**src/rtl/slot_game_ctrl.sv**
```systemverilog
// slot_game_ctrl: game sequencer for the DE1 slot machine.
// Owns the credit balance and turns spin/coin presses into a play cycle.
// Drives the symbol-generator state bus, applies payouts from its done/win flags,
// and holds the result for display before returning to idle.
//
// Ports
//   clk_i       single clock
//   rst_i       synchronous, active-high reset
//   spin_i      debounced spin button (level, active-high)
//   coin_i      debounced coin button (level, active-high)
//   done_i      datapath run-complete flag
//   win_i       datapath win flag, valid one cycle after done_i rises
//   state_o     datapath state bus: 00 idle, 01 arm, 10 run, 11 result
//   credits_o   current credit balance
//   win_led_o   high throughout RESULT after a win
//   lose_led_o  high throughout RESULT after a loss
//   busy_o      high in every state except IDLE
//   err_o       one-cycle pulse when the RUN watchdog expires
//
// State      | meaning
// S_IDLE     | waiting for a spin press with enough credit
// S_ARM      | bet debited, run counter cleared (1 cycle)
// S_RUN      | datapath spinning, watchdog counting
// S_SETTLE   | done seen, win_i sampled and payout applied (1 cycle, bus stays 10)
// S_RESULT   | result shown on LEDs for RESULT_HOLD cycles
module slot_game_ctrl #(
   parameter int CREDIT_W      = 8,
   parameter int START_CREDITS = 10,
   parameter int BET_COST      = 1,
   parameter int WIN_PAYOUT    = 20,
   parameter int RESULT_HOLD   = 50_000_000,
   parameter int RUN_TIMEOUT   = 200_000_000
) (
   input  logic                clk_i,
   input  logic                rst_i,
   input  logic                spin_i,
   input  logic                coin_i,
   input  logic                done_i,
   input  logic                win_i,
   output logic [1:0]          state_o,
   output logic [CREDIT_W-1:0] credits_o,
   output logic                win_led_o,
   output logic                lose_led_o,
   output logic                busy_o,
   output logic                err_o
);

   localparam int RUN_CNT_W  = $clog2(RUN_TIMEOUT + 1);
   localparam int HOLD_CNT_W = $clog2(RESULT_HOLD + 1);
   localparam int SUM_W      = CREDIT_W + 2;

   localparam logic [RUN_CNT_W-1:0]  RUN_LAST  = RUN_CNT_W'(RUN_TIMEOUT - 1);
   localparam logic [HOLD_CNT_W-1:0] HOLD_LAST = HOLD_CNT_W'(RESULT_HOLD - 1);

   localparam logic signed [SUM_W-1:0] BET_S    = SUM_W'(BET_COST);
   localparam logic signed [SUM_W-1:0] PAYOUT_S = SUM_W'(WIN_PAYOUT);
   localparam logic signed [SUM_W-1:0] ONE_S    = SUM_W'(1);
   localparam logic signed [SUM_W-1:0] ZERO_S   = SUM_W'(0);
   localparam logic signed [SUM_W-1:0] MAX_S    = SUM_W'((1 << CREDIT_W) - 1);

   typedef enum logic [2:0] {
      S_IDLE,
      S_ARM,
      S_RUN,
      S_SETTLE,
      S_RESULT
   } state_t;

   state_t                  state_q, state_d;
   logic [RUN_CNT_W-1:0]    run_cnt_q, run_cnt_d;
   logic [HOLD_CNT_W-1:0]   hold_cnt_q, hold_cnt_d;
   logic [CREDIT_W-1:0]     credits_q, credits_d;
   logic                    win_r_q, win_r_d;
   logic                    spin_q, coin_q;
   logic [1:0]              st_enc_q, st_enc_d;
   logic                    win_led_q, win_led_d;
   logic                    lose_led_q, lose_led_d;
   logic                    busy_q, busy_d;
   logic                    err_q, err_d;

   logic                    spin_rise, coin_rise;
   logic                    debit, refund, payout;
   logic signed [SUM_W-1:0] credits_s, sum_s;
   logic                    credits_ok;

   assign spin_rise  = spin_i & ~spin_q;
   assign coin_rise  = coin_i & ~coin_q;
   assign credits_s  = {2'b00, credits_q};
   assign credits_ok = (credits_s >= BET_S);

   always_comb begin
      state_d    = state_q;
      run_cnt_d  = run_cnt_q;
      hold_cnt_d = hold_cnt_q;
      win_r_d    = win_r_q;
      debit      = 1'b0;
      refund     = 1'b0;
      payout     = 1'b0;
      case (state_q)
         S_IDLE: begin
            if (spin_rise && credits_ok) begin
               debit   = 1'b1;
               state_d = S_ARM;
            end
         end
         S_ARM: begin
            run_cnt_d = '0;
            state_d   = S_RUN;
         end
         S_RUN: begin
            // done wins over a watchdog expiry landing on the same cycle
            if (done_i) begin
               state_d = S_SETTLE;
            end else if (run_cnt_q == RUN_LAST) begin
               refund  = 1'b1;
               state_d = S_IDLE;
            end else begin
               run_cnt_d = run_cnt_q + 1'b1;
            end
         end
         S_SETTLE: begin
            win_r_d    = win_i;
            payout     = win_i;
            hold_cnt_d = '0;
            state_d    = S_RESULT;
         end
         S_RESULT: begin
            if (hold_cnt_q == HOLD_LAST) begin
               state_d = S_IDLE;
            end else begin
               hold_cnt_d = hold_cnt_q + 1'b1;
            end
         end
         default: state_d = S_IDLE;
      endcase
   end

   // All credit sources net out in one signed sum, then clamp to the counter range.
   always_comb begin
      sum_s = credits_s;
      if (coin_rise)      sum_s = sum_s + ONE_S;
      if (refund)         sum_s = sum_s + BET_S;
      if (payout)         sum_s = sum_s + PAYOUT_S;
      if (debit)          sum_s = sum_s - BET_S;
      credits_d = sum_s[CREDIT_W-1:0];
      if (sum_s < ZERO_S)     credits_d = '0;
      else if (sum_s > MAX_S) credits_d = '1;
   end

   // Outputs are registered from the next state so they line up with it.
   always_comb begin
      st_enc_d   = 2'b00;
      win_led_d  = 1'b0;
      lose_led_d = 1'b0;
      busy_d     = (state_d != S_IDLE);
      err_d      = refund;
      case (state_d)
         S_ARM:    st_enc_d = 2'b01;
         S_RUN:    st_enc_d = 2'b10;
         S_SETTLE: st_enc_d = 2'b10;
         S_RESULT: begin
            st_enc_d   = 2'b11;
            win_led_d  = win_r_d;
            lose_led_d = ~win_r_d;
         end
         default:  st_enc_d = 2'b00;
      endcase
   end

   always_ff @(posedge clk_i) begin
      if (rst_i) begin
         state_q    <= S_IDLE;
         run_cnt_q  <= '0;
         hold_cnt_q <= '0;
         credits_q  <= CREDIT_W'(START_CREDITS);
         win_r_q    <= 1'b0;
         // held buttons must be released before they count as a press
         spin_q     <= 1'b1;
         coin_q     <= 1'b1;
         st_enc_q   <= 2'b00;
         win_led_q  <= 1'b0;
         lose_led_q <= 1'b0;
         busy_q     <= 1'b0;
         err_q      <= 1'b0;
      end else begin
         state_q    <= state_d;
         run_cnt_q  <= run_cnt_d;
         hold_cnt_q <= hold_cnt_d;
         credits_q  <= credits_d;
         win_r_q    <= win_r_d;
         spin_q     <= spin_i;
         coin_q     <= coin_i;
         st_enc_q   <= st_enc_d;
         win_led_q  <= win_led_d;
         lose_led_q <= lose_led_d;
         busy_q     <= busy_d;
         err_q      <= err_d;
      end
   end

   assign state_o    = st_enc_q;
   assign credits_o  = credits_q;
   assign win_led_o  = win_led_q;
   assign lose_led_o = lose_led_q;
   assign busy_o     = busy_q;
   assign err_o      = err_q;

endmodule

```
**config.mk**
```make
export PLATFORM = sky130hd
export DESIGN_NAME = slot_game_ctrl
export DESIGN_NICKNAME = d
export VERILOG_FILES = /design/src/rtl/slot_game_ctrl.sv
export SDC_FILE = /design/constraint.sdc
export NUM_CORES = 1
export LEC_CHECK = 0
export CAP_MARGIN = 30
export CORE_MARGIN = 5
export CORE_UTILIZATION = 50
export CTS_BUF_LIST = sky130_fd_sc_hd__clkbuf_4 sky130_fd_sc_hd__clkbuf_8 sky130_fd_sc_hd__clkbuf_16
export DETAILED_ROUTE_END_ITERATION = 12
export PLACE_DENSITY = 0.68
export SYNTH_ARGS = -nofsm -noshare
export SYNTH_HDL_FRONTEND = slang
export SYNTH_SLANG_ARGS = --single-unit
```
**constraint.sdc**
```tcl
create_clock -name clk_i -period 5.19 [get_ports clk_i]
set_input_delay 0.7785 -clock clk_i [delete_from_list [all_inputs] [get_ports clk_i]]
set_output_delay 0.7785 -clock clk_i [all_outputs]
set_load 0.02 [all_outputs]
```
[Word-level counts from Yosys, hierarchy flattened]
Index checks and enable logic that the tools add are counted.
Word-level totals
  bits in registers: 74
  latch bits: 0
  RAM bits: 0
  bits in read-only memories: 0
  input bits: 6
  output and inout bits: 14
  memories: 0
Cells by class
  add/subtract/negate cells: 6
  multipliers: 0
  divide/modulo/power cells: 0
  order comparisons: 3
  equal/unequal tests: 13
  shift-type cells: 0
  multiplexer cells: 24
  bitwise gates (word level): 6
  reduce and logical (&&, ||, !) cells: 10
Operators with widths (number)
  28-bit 2-to-1 mux: 2
  28-bit case mux with 2 select lines: 1
  26-bit case mux with 2 select lines: 1
  10-bit 2-to-1 mux: 3
  28-bit by 1-bit adder with 28-bit output, second input constant: 1
  28-bit == test, second input constant: 1
  26-bit by 1-bit adder with 26-bit output, second input constant: 1
  26-bit == test, second input constant: 1
  26-bit 2-to-1 mux: 1
  3-bit case mux with 5 select lines: 1
  3-bit by 2-bit == test with 1-bit output, second input constant: 4
  3-bit 2-to-1 mux: 4
  10-bit by 2-bit adder with 10-bit output, second input constant: 1
  10-bit by 6-bit adder with 10-bit output, second input constant: 1
  10-bit by 9-bit greater-than comparator with 1-bit output, second input constant: 1
  10-bit by 1-bit less-than comparator with 1-bit output, second input constant: 1
  10-bit by 2-bit subtractor with 10-bit output, second input constant: 1
  8-bit by 1-bit adder with 9-bit output, second input constant: 1
  9-bit 2-to-1 mux: 1
  8-bit by 1-bit greater-or-equal comparator with 1-bit output, second input constant: 1
  8-bit 2-to-1 mux: 1
  1-bit 2-to-1 mux: 7
  3-bit by 1-bit == test with 1-bit output, second input constant: 2
  3-bit == test, second input constant: 2
  12 further kinds: 21

[Longest topological paths before layout]
Gate-level depths: netlist of the first run.
  depth in word-level cells: 12
  depth in mapped cells: 16

[Worst setup path after synthesis of the first run]
Ideal clock, no wire load.
  path type: input-to-reg
  start point: input coin_i
  end point: register credits_q[1], in the netlist credits_o[1]
  library setup time: 142 ps
  data arrival time: 3846 ps
  data required time: 5048 ps
  setup slack: 1202 ps
  stages: 13
  path buffers: 1
  cells stage by stage: nor2b_1 -> buf_4 -> o21ai_0 -> ha_1 -> nand4b_1 -> or4_1 -> xnor2_4 -> ha_1 -> nor3b_1 -> o211ai_1 -> nor4_4 -> mux2i_1 -> o211ai_1
Between the ends
  cells in the longest elaborated chain, start to end: 11
Ends and longest elaborated chain
  start, declared: line 37  | input logic coin_i,
  1-bit AND (*): line 87  | assign coin_rise = coin_i & ~coin_q;
  9-bit 2-to-1 mux (*): line 141  | if (coin_rise) sum_s = sum_s + ONE_S;
  10-bit by 2-bit adder with 10-bit output: line 142  | if (refund) sum_s = sum_s + BET_S;
  10-bit 2-to-1 mux (*): line 142
  10-bit by 6-bit adder with 10-bit output: line 143  | if (payout) sum_s = sum_s + PAYOUT_S;
  10-bit 2-to-1 mux (*): line 143
  10-bit by 2-bit subtractor with 10-bit output: line 144  | if (debit) sum_s = sum_s - BET_S;
  10-bit 2-to-1 mux (*): line 144
  10-bit by 9-bit greater-than comparator with 1-bit output: line 147  | else if (sum_s > MAX_S) credits_d = '1;
  8-bit 2-to-1 mux: line 147
  4-bit 2-to-1 mux (*): line 146  | if (sum_s < ZERO_S) credits_d = '0;
  end signal, assigned: line 175  | credits_q <= CREDIT_W'(START_CREDITS);
  end signal, assigned: line 189  | credits_q <= credits_d;
  end, declared: line 72  | logic [CREDIT_W-1:0] credits_q, credits_d;
Mark *: on every way between the ends. The rest lies on a longest branch, timed or not.
A chain may end at the register's enable or synchronous reset.

[Final worst setup path of the first run]
Same ends and word-level chain as after synthesis.

==> results of run 1 <==
==> worst max-delay path, stage by stage <==
cell             delay [ns]
clkdlybuf4s50_1        0.51
nor2b_1                0.46
nand2_1                0.09
o21ai_0                0.13
ha_1                   0.20
nand4b_1               0.11
or4_1                  0.66
xnor2_4                0.32
ha_1                   0.31
nor3b_1                0.37
o211ai_1               0.23
nor4_4                 0.21
mux2i_1                0.42
o211ai_1               0.14
==> flip-flops by register name (all words and copies together), names as in the netlist <==
name and cells:
err_o 1, hold_cnt_q 26, coin_q 1, lose_led_o 1, win_r_q 1, credits_o 8
state_o 2, busy_o 1, spin_q 1, win_led_o 1, run_cnt_q 28, state_q 3
==> final timing paths <==
path | endpoint | slack [ns] | cells after the start
worst max-delay path | credits_o[1] | 0.46 | 14
worst min-delay path | run_cnt_q[22] | 0.52 | 2
worst max register to register | credits_o[1] | 0.88 | 14
worst min register to register | run_cnt_q[22] | 0.52 | 2
==> cell families (layout without fill, tap and decap cells) <==
group / Yosys count / count (layout) / share of synthesized area
compound gates: 63 / 63 / 0.107
buf+inv: 26 / 49 / 0.0313
xor+xnor: 67 / 67 / 0.152
mux: 8 / 8 / 0.0228
fa+ha+maj: 8 / 8 / 0.0243
simple gates: 234 / 234 / 0.302
flops: 74 / 74 / 0.360
==> layer usage <==
metal  track usage  part of all wire
met1         0.253              0.50
met2         0.265              0.45
met3        0.0374             0.043
met4        0.0580            0.0099
met5             0                 0
==> final cells by class <==
cell class              instances  area [um^2]
multi-input cells             380         2500
clock inverters                 4         51.3
inverters                      12         45.0
well taps                     105          131
flip-flops and latches         74         1480
clock buffers                  12          153
repair buffers                 21          205
fillers                       757         3560
==> power by group through the flow <==
stage          Sequential [W]  Combinational (W)  Clock (W)
6_report             0.000581          0.0000810   0.000456
5_1_grt              0.000582          0.0000898   0.000503
4_1_cts              0.000581          0.0000815   0.000469
3_5_place_dp         0.000594          0.0000806          0
3_3_place_gp         0.000594          0.0000799          0
2_1_floorplan        0.000595          0.0000566          0
==> stage by stage <==
| stage | utilization | std cells | instance area, um^2 |
|---|---|---|---|
| after global routing | 0.562 | 608 | 4570 |
| after detailed placement | 0.537 | 592 | 4370 |
| final | 0.562 | 608 | 4570 |
| after floorplan | - | 480 | 4110 |
| after global placement | 0.537 | 592 | 4370 |
| after CTS | 0.562 | 608 | 4570 |
==> placed cells by master, fill, tap and decap left out, drive strengths merged, types with 7 or more instances in the layout <==
cell type      count
clkdlybuf4s50     19
or3               10
inv               12
nor2              74
clkbuf            12
nor3              13
nand4             12
nand3             14
a21oi             21
xor2              31
nor4              10
and3              12
xnor2             35
nand2             40
o21ai             16
dfxtp             74
and2               7
ha                 8
==> metrics.md, run 1 <==
| Metric | Value |
|---|---|
| Sequential fraction of the synthesis area | 0.360 |
| Final Skew | 0.0140 ns |
| Synth Cell Area | 4110 um^2 |
| Boundary Pins | 20 |
| Syn_area_per_cell | 8.57 um^2 |
| Setup Viol. Count Final | 0 |
| Top cell type's share of synthesized area | 0.360 |
| Wirelength, routed | 8470 um |
| LEAKAGE | 1.56 nW |
| Commonest cells post-synth | dfxtp_1 (74), nor2_1 (74), nand2_1 (40) |
| Postcts setup bufs | 0 |
| Net Sw Power | 0.000264 W |
| Share of cells above drive strength 1 | 0.0855 |
| DP Worst Slack | 0.101 ns |
| Relative slew margins | 0.404 |
| Nature of the critical path endpoint | flip-flop |
| Drt pass-1 iters | 4 |
| Detailed placement HPWL | 6260 um |
| CP Launch Point | coin_i |
| Longest Clk Path Bufs | 2 |
| Total Neg Setup Slack | 0 ns |
| F_max | 0.211 GHz |
| Fin nets | 512 |
| Starting density of the core | 0.506 |
| Final Wtd Congestion | 0.940 |
| GRT Total Usage | 0.177 |
| Post-CTS Resized | 0 |
| Switching share of power | 0.237 |
| WHS | 0.516 ns |
| Initial antenna violation count | 0 |
| Die Ht | 101 um |
| Logic pwr share | 0.072 |
| Core Region | 8130 um^2 |
| Post-Synthesis Cells | 480 |
| Asr flop ratio synth | 0 |
| Vias | 3355 |
| Row count | 33 |
| Final ANT Viol Nets | 0 |
| Unrepaired setup endpoints after global routing | false |
| Die W | 101 um |
| YS warnings | 0 |
| Synth-to-layout area growth | 11.1% |
| Slew Viols, Final | 0 |
| Endpoints failing hold | 0 |
| Total congestion overflow | 0 |
| Root Driver | clkbuf_8 |
| Worst hold path type | flip-flop to flip-flop |
| First-pass GRT wire length | 14700 um |
| Pwr per Cell Area | 245 nW/um^2 |
| Hold buffer count at CTS | 0 |
| Final worst setup slack | 0.458 ns |
| Mapped Nets | 494 |
| Int Pwr | 0.000854 W |
| Sequential share of power | 0.520 |
| # clock sinks | 74 |
| Top cell type by total area after synthesis | dfxtp_1 |
| Worst-Margin Slew | 0.885 ns |
| Vias in the first global route | 3113 |
| Cts bufs inserted | 9 |
| Largest net degree at the start of global routing | 27 |
| Nature of the critical path startpoint | input pin |
| RR Startpoint | credits_o[0] |
| Tot Pwr | 0.00112 W |
| Die area | 10100 um^2 |
| Max-cap violations | 0 |
| Worst-path clk slew | 0.08 ns |
| Dominant cells by area after synthesis | dfxtp_1 (36%), xnor2_1 (7.0%), nor2_1 (6.8%) |
| Worst VDD drop | 124 uV |
| DR iter-0 viols | 177 |
| Period utilization | 0.912 |
| Port Buffers | 19 |
| Max H-tree Level | 3 |
| Ys flop type | dfxtp_1 |
| Library cells used by synthesis | 68 |
| Worst Path Arrival | 4.94 ns |
| Drt drc | 0 |
| Hold Crit Start | run_cnt_q[22] |
| Clock Latency Late Sink | 0.34 ns |
| Status | completed |
| Required @ worst endpoint | 5.40 ns |
| Critical path peak fanout | 9 |
| CTS tree | built |
| Ant. Diodes | 0 |
| WL per Instance | 13.9 um |
| EDFF count, synth | 0 |
| Min cycle time layout | 4.73 ns |
| Synth Register Bits | 74 |
| Clock network power share | 0.408 |
| Critical path class | input pin to flip-flop |
| Via density | 5.52 |
Power figures use the tool's default switching activity.
==> run 2, diff against run 1 <==
- PLACE_DENSITY: 0.68 -> 0.66
==> run 2 against run 1 <==
Net effect:
- largest power group unchanged
- clock power down 6.8%
- sequential share of layout area is 0.16 points higher
- sequential power about the same
- via count up 0.24%
- clock skew is 0.0035 ns lower
- critical path depth stayed put
- routed wire length fell by 0.39%
- non-clock buffer count is the same
- highest routed layer unchanged
- critical endpoint unchanged
==> metrics.md, run 2 (synthesis results as in run 1) <==
| Metric | Value |
|---|---|
| Drt drc | 0 |
| Post-CTS Resized | 0 |
| # clock sinks | 74 |
| Share of cells above drive strength 1 | 0.0818 |
| Core Util, Final | 0.559 |
| Period utilization | 0.912 |
| Die Ht | 101 um |
| Status | completed |
| Max FFs per register | 28 |
| Postcts setup bufs | 0 |
| Setup Viol. Count Final | 0 |
| Synth-to-layout area growth | 10.6% |
| Die area | 10100 um^2 |
| Relative slew margins | 0.338 |
| GRT Total Usage | 0.176 |
| FF/Latch Area | 1480 um^2 |
| Required @ worst endpoint | 5.38 ns |
| Worst hold path type | flip-flop to flip-flop |
| Worst-path clk slew | 0.07 ns |
| Critical path peak fanout | 9 |
| Vias in the first global route | 3128 |
| Int Pwr | 0.000835 W |
| F_max | 0.211 GHz |
| Total Neg Setup Slack | 0 ns |
| Clock network power share | 0.391 |
| LEAKAGE | 1.55 nW |
| Cts bufs inserted | 9 |
| Area of the multi-input gates | 2500 um^2 |
| DR iter-0 viols | 109 |
| Largest net degree at the start of global routing | 27 |
| Top reg by flops | run_cnt_q |
| Detailed placement HPWL | 6300 um |
| Starting density of the core | 0.506 |
| Worst VDD drop | 126 uV |
| Nature of the critical path startpoint | input pin |
| Via density | 5.55 |
| Port Buffers | 19 |
| First-pass GRT wire length | 14500 um |
| Fin nets | 512 |
| DP Cell Count | 592 |
| WL per Instance | 13.9 um |
| Row count | 33 |
| Final Skew | 0.0105 ns |
| Final ANT Viol Nets | 0 |
| Unrepaired setup endpoints after global routing | false |
| Filler cells | 762 |
| Vias | 3363 |
| Switching share of power | 0.233 |
| CTS tree | built |
| Critical path class | input pin to flip-flop |
| Max H-tree Level | 3 |
| Min cycle time layout | 4.73 ns |
| Total congestion overflow | 0 |
| Most frequent cells in the layout | nor2_1 (74), dfxtp_1 (74), nand2_1 (40) |
| Core Region | 8130 um^2 |
| Final non-filler cell total | 606 |
| Die W | 101 um |
| Nature of the critical path endpoint | flip-flop |
| Ant. Diodes | 0 |
| Sequential share of power | 0.534 |
| Pwr per Cell Area | 239 nW/um^2 |
| Wirelength, routed | 8440 um |
| Root Driver | clkbuf_8 |
| Boundary Pins | 20 |
| Clock Latency Late Sink | 0.34 ns |
| Drt pass-1 iters | 4 |
| Worst-Margin Slew | 0.984 ns |
| Max-cap violations | 0 |
| Final Wtd Congestion | 0.845 |
| Initial antenna violation count | 0 |
| Hold buffer count at CTS | 0 |
| Slew Viols, Final | 0 |
| Worst Path Arrival | 4.92 ns |
| Logic pwr share | 0.075 |
| Endpoints failing hold | 0 |
| Net Sw Power | 0.000253 W |
| Longest Clk Path Bufs | 2 |
-- run 2: changes by cell type in the layout (fill, tap and decap cells not counted) --
| cell | before | now |
|---|---|---|
| clkbuf_8 | 10 | 9 |
| clkinv_4 | 1 | 0 |
-- run 2: worst max-delay path, stage by stage --
cell	delay, ns
clkdlybuf4s50_1	0.51
nor2b_1	0.42
nand2_1	0.10
o21ai_0	0.14
ha_1	0.21
nand4b_1	0.12
or4_1	0.67
xnor2_4	0.30
ha_1	0.31
nor3b_1	0.39
o211ai_1	0.22
nor4_4	0.21
mux2i_1	0.41
o211ai_1	0.15
-- run 2: power by group through the flow --
stage | clock network (W) | registers [W] | logic [W]
3_5_place_dp | 0 | 0.000594 | 0.0000823
4_1_cts | 0.000443 | 0.000581 | 0.0000829
2_1_floorplan | 0 | 0.000595 | 0.0000566
3_3_place_gp | 0 | 0.000594 | 0.0000808
6_report | 0.000425 | 0.000581 | 0.0000821
5_1_grt | 0.000468 | 0.000582 | 0.0000914
-- run 2: final timing paths --
check	depth (start not counted)	slack [ns]	from	to
hold reg to reg	2	0.50	run_cnt_q[22]	run_cnt_q[22]
setup / recovery	14	0.46	coin_i	credits_o[1]
hold / removal	2	0.50	run_cnt_q[22]	run_cnt_q[22]
setup reg to reg	14	0.89	credits_o[0]	credits_o[1]
-- run 2: layout make-up --
type | count | share of cell area
multi-input cells | 380 | 0.550
well taps | 105 | 0.0289
clock inverters | 3 | 0.00935
repair buffers | 21 | 0.0451
clock buffers | 11 | 0.0305
flip-flops and latches | 74 | 0.326
inverters | 12 | 0.00990
-- run 2: metal layers --
metal / vias up / share of wire / track usage
li1: 1722 / - / -
met2: 63 / 0.46 / 0.285
met3: 23 / 0.038 / 0.0422
met4: 0 / 0.021 / 0.0622
met1: 1555 / 0.48 / 0.229
met5: - / 0 / 0
-- run 2: stage by stage --
stage,hold WS [ns],worst slack [ns],cell area (um^2),power [W]
after detailed placement,0.491,0.132,4370,0.000676
after global placement,0.481,0.337,4370,0.000675
after floorplan,0.467,1.20,4110,0.000651
after CTS,0.501,0.491,4550,0.00111
after global routing,0.530,0.0965,4550,0.00114
final,0.501,0.458,4550,0.00109
==> run 3, diff against run 2 <==
- SKIP_LAST_GASP: unset -> 1
==> results of run 3 <==
Same layout as run 2: the final DEF is identical, and so are final timing and power.
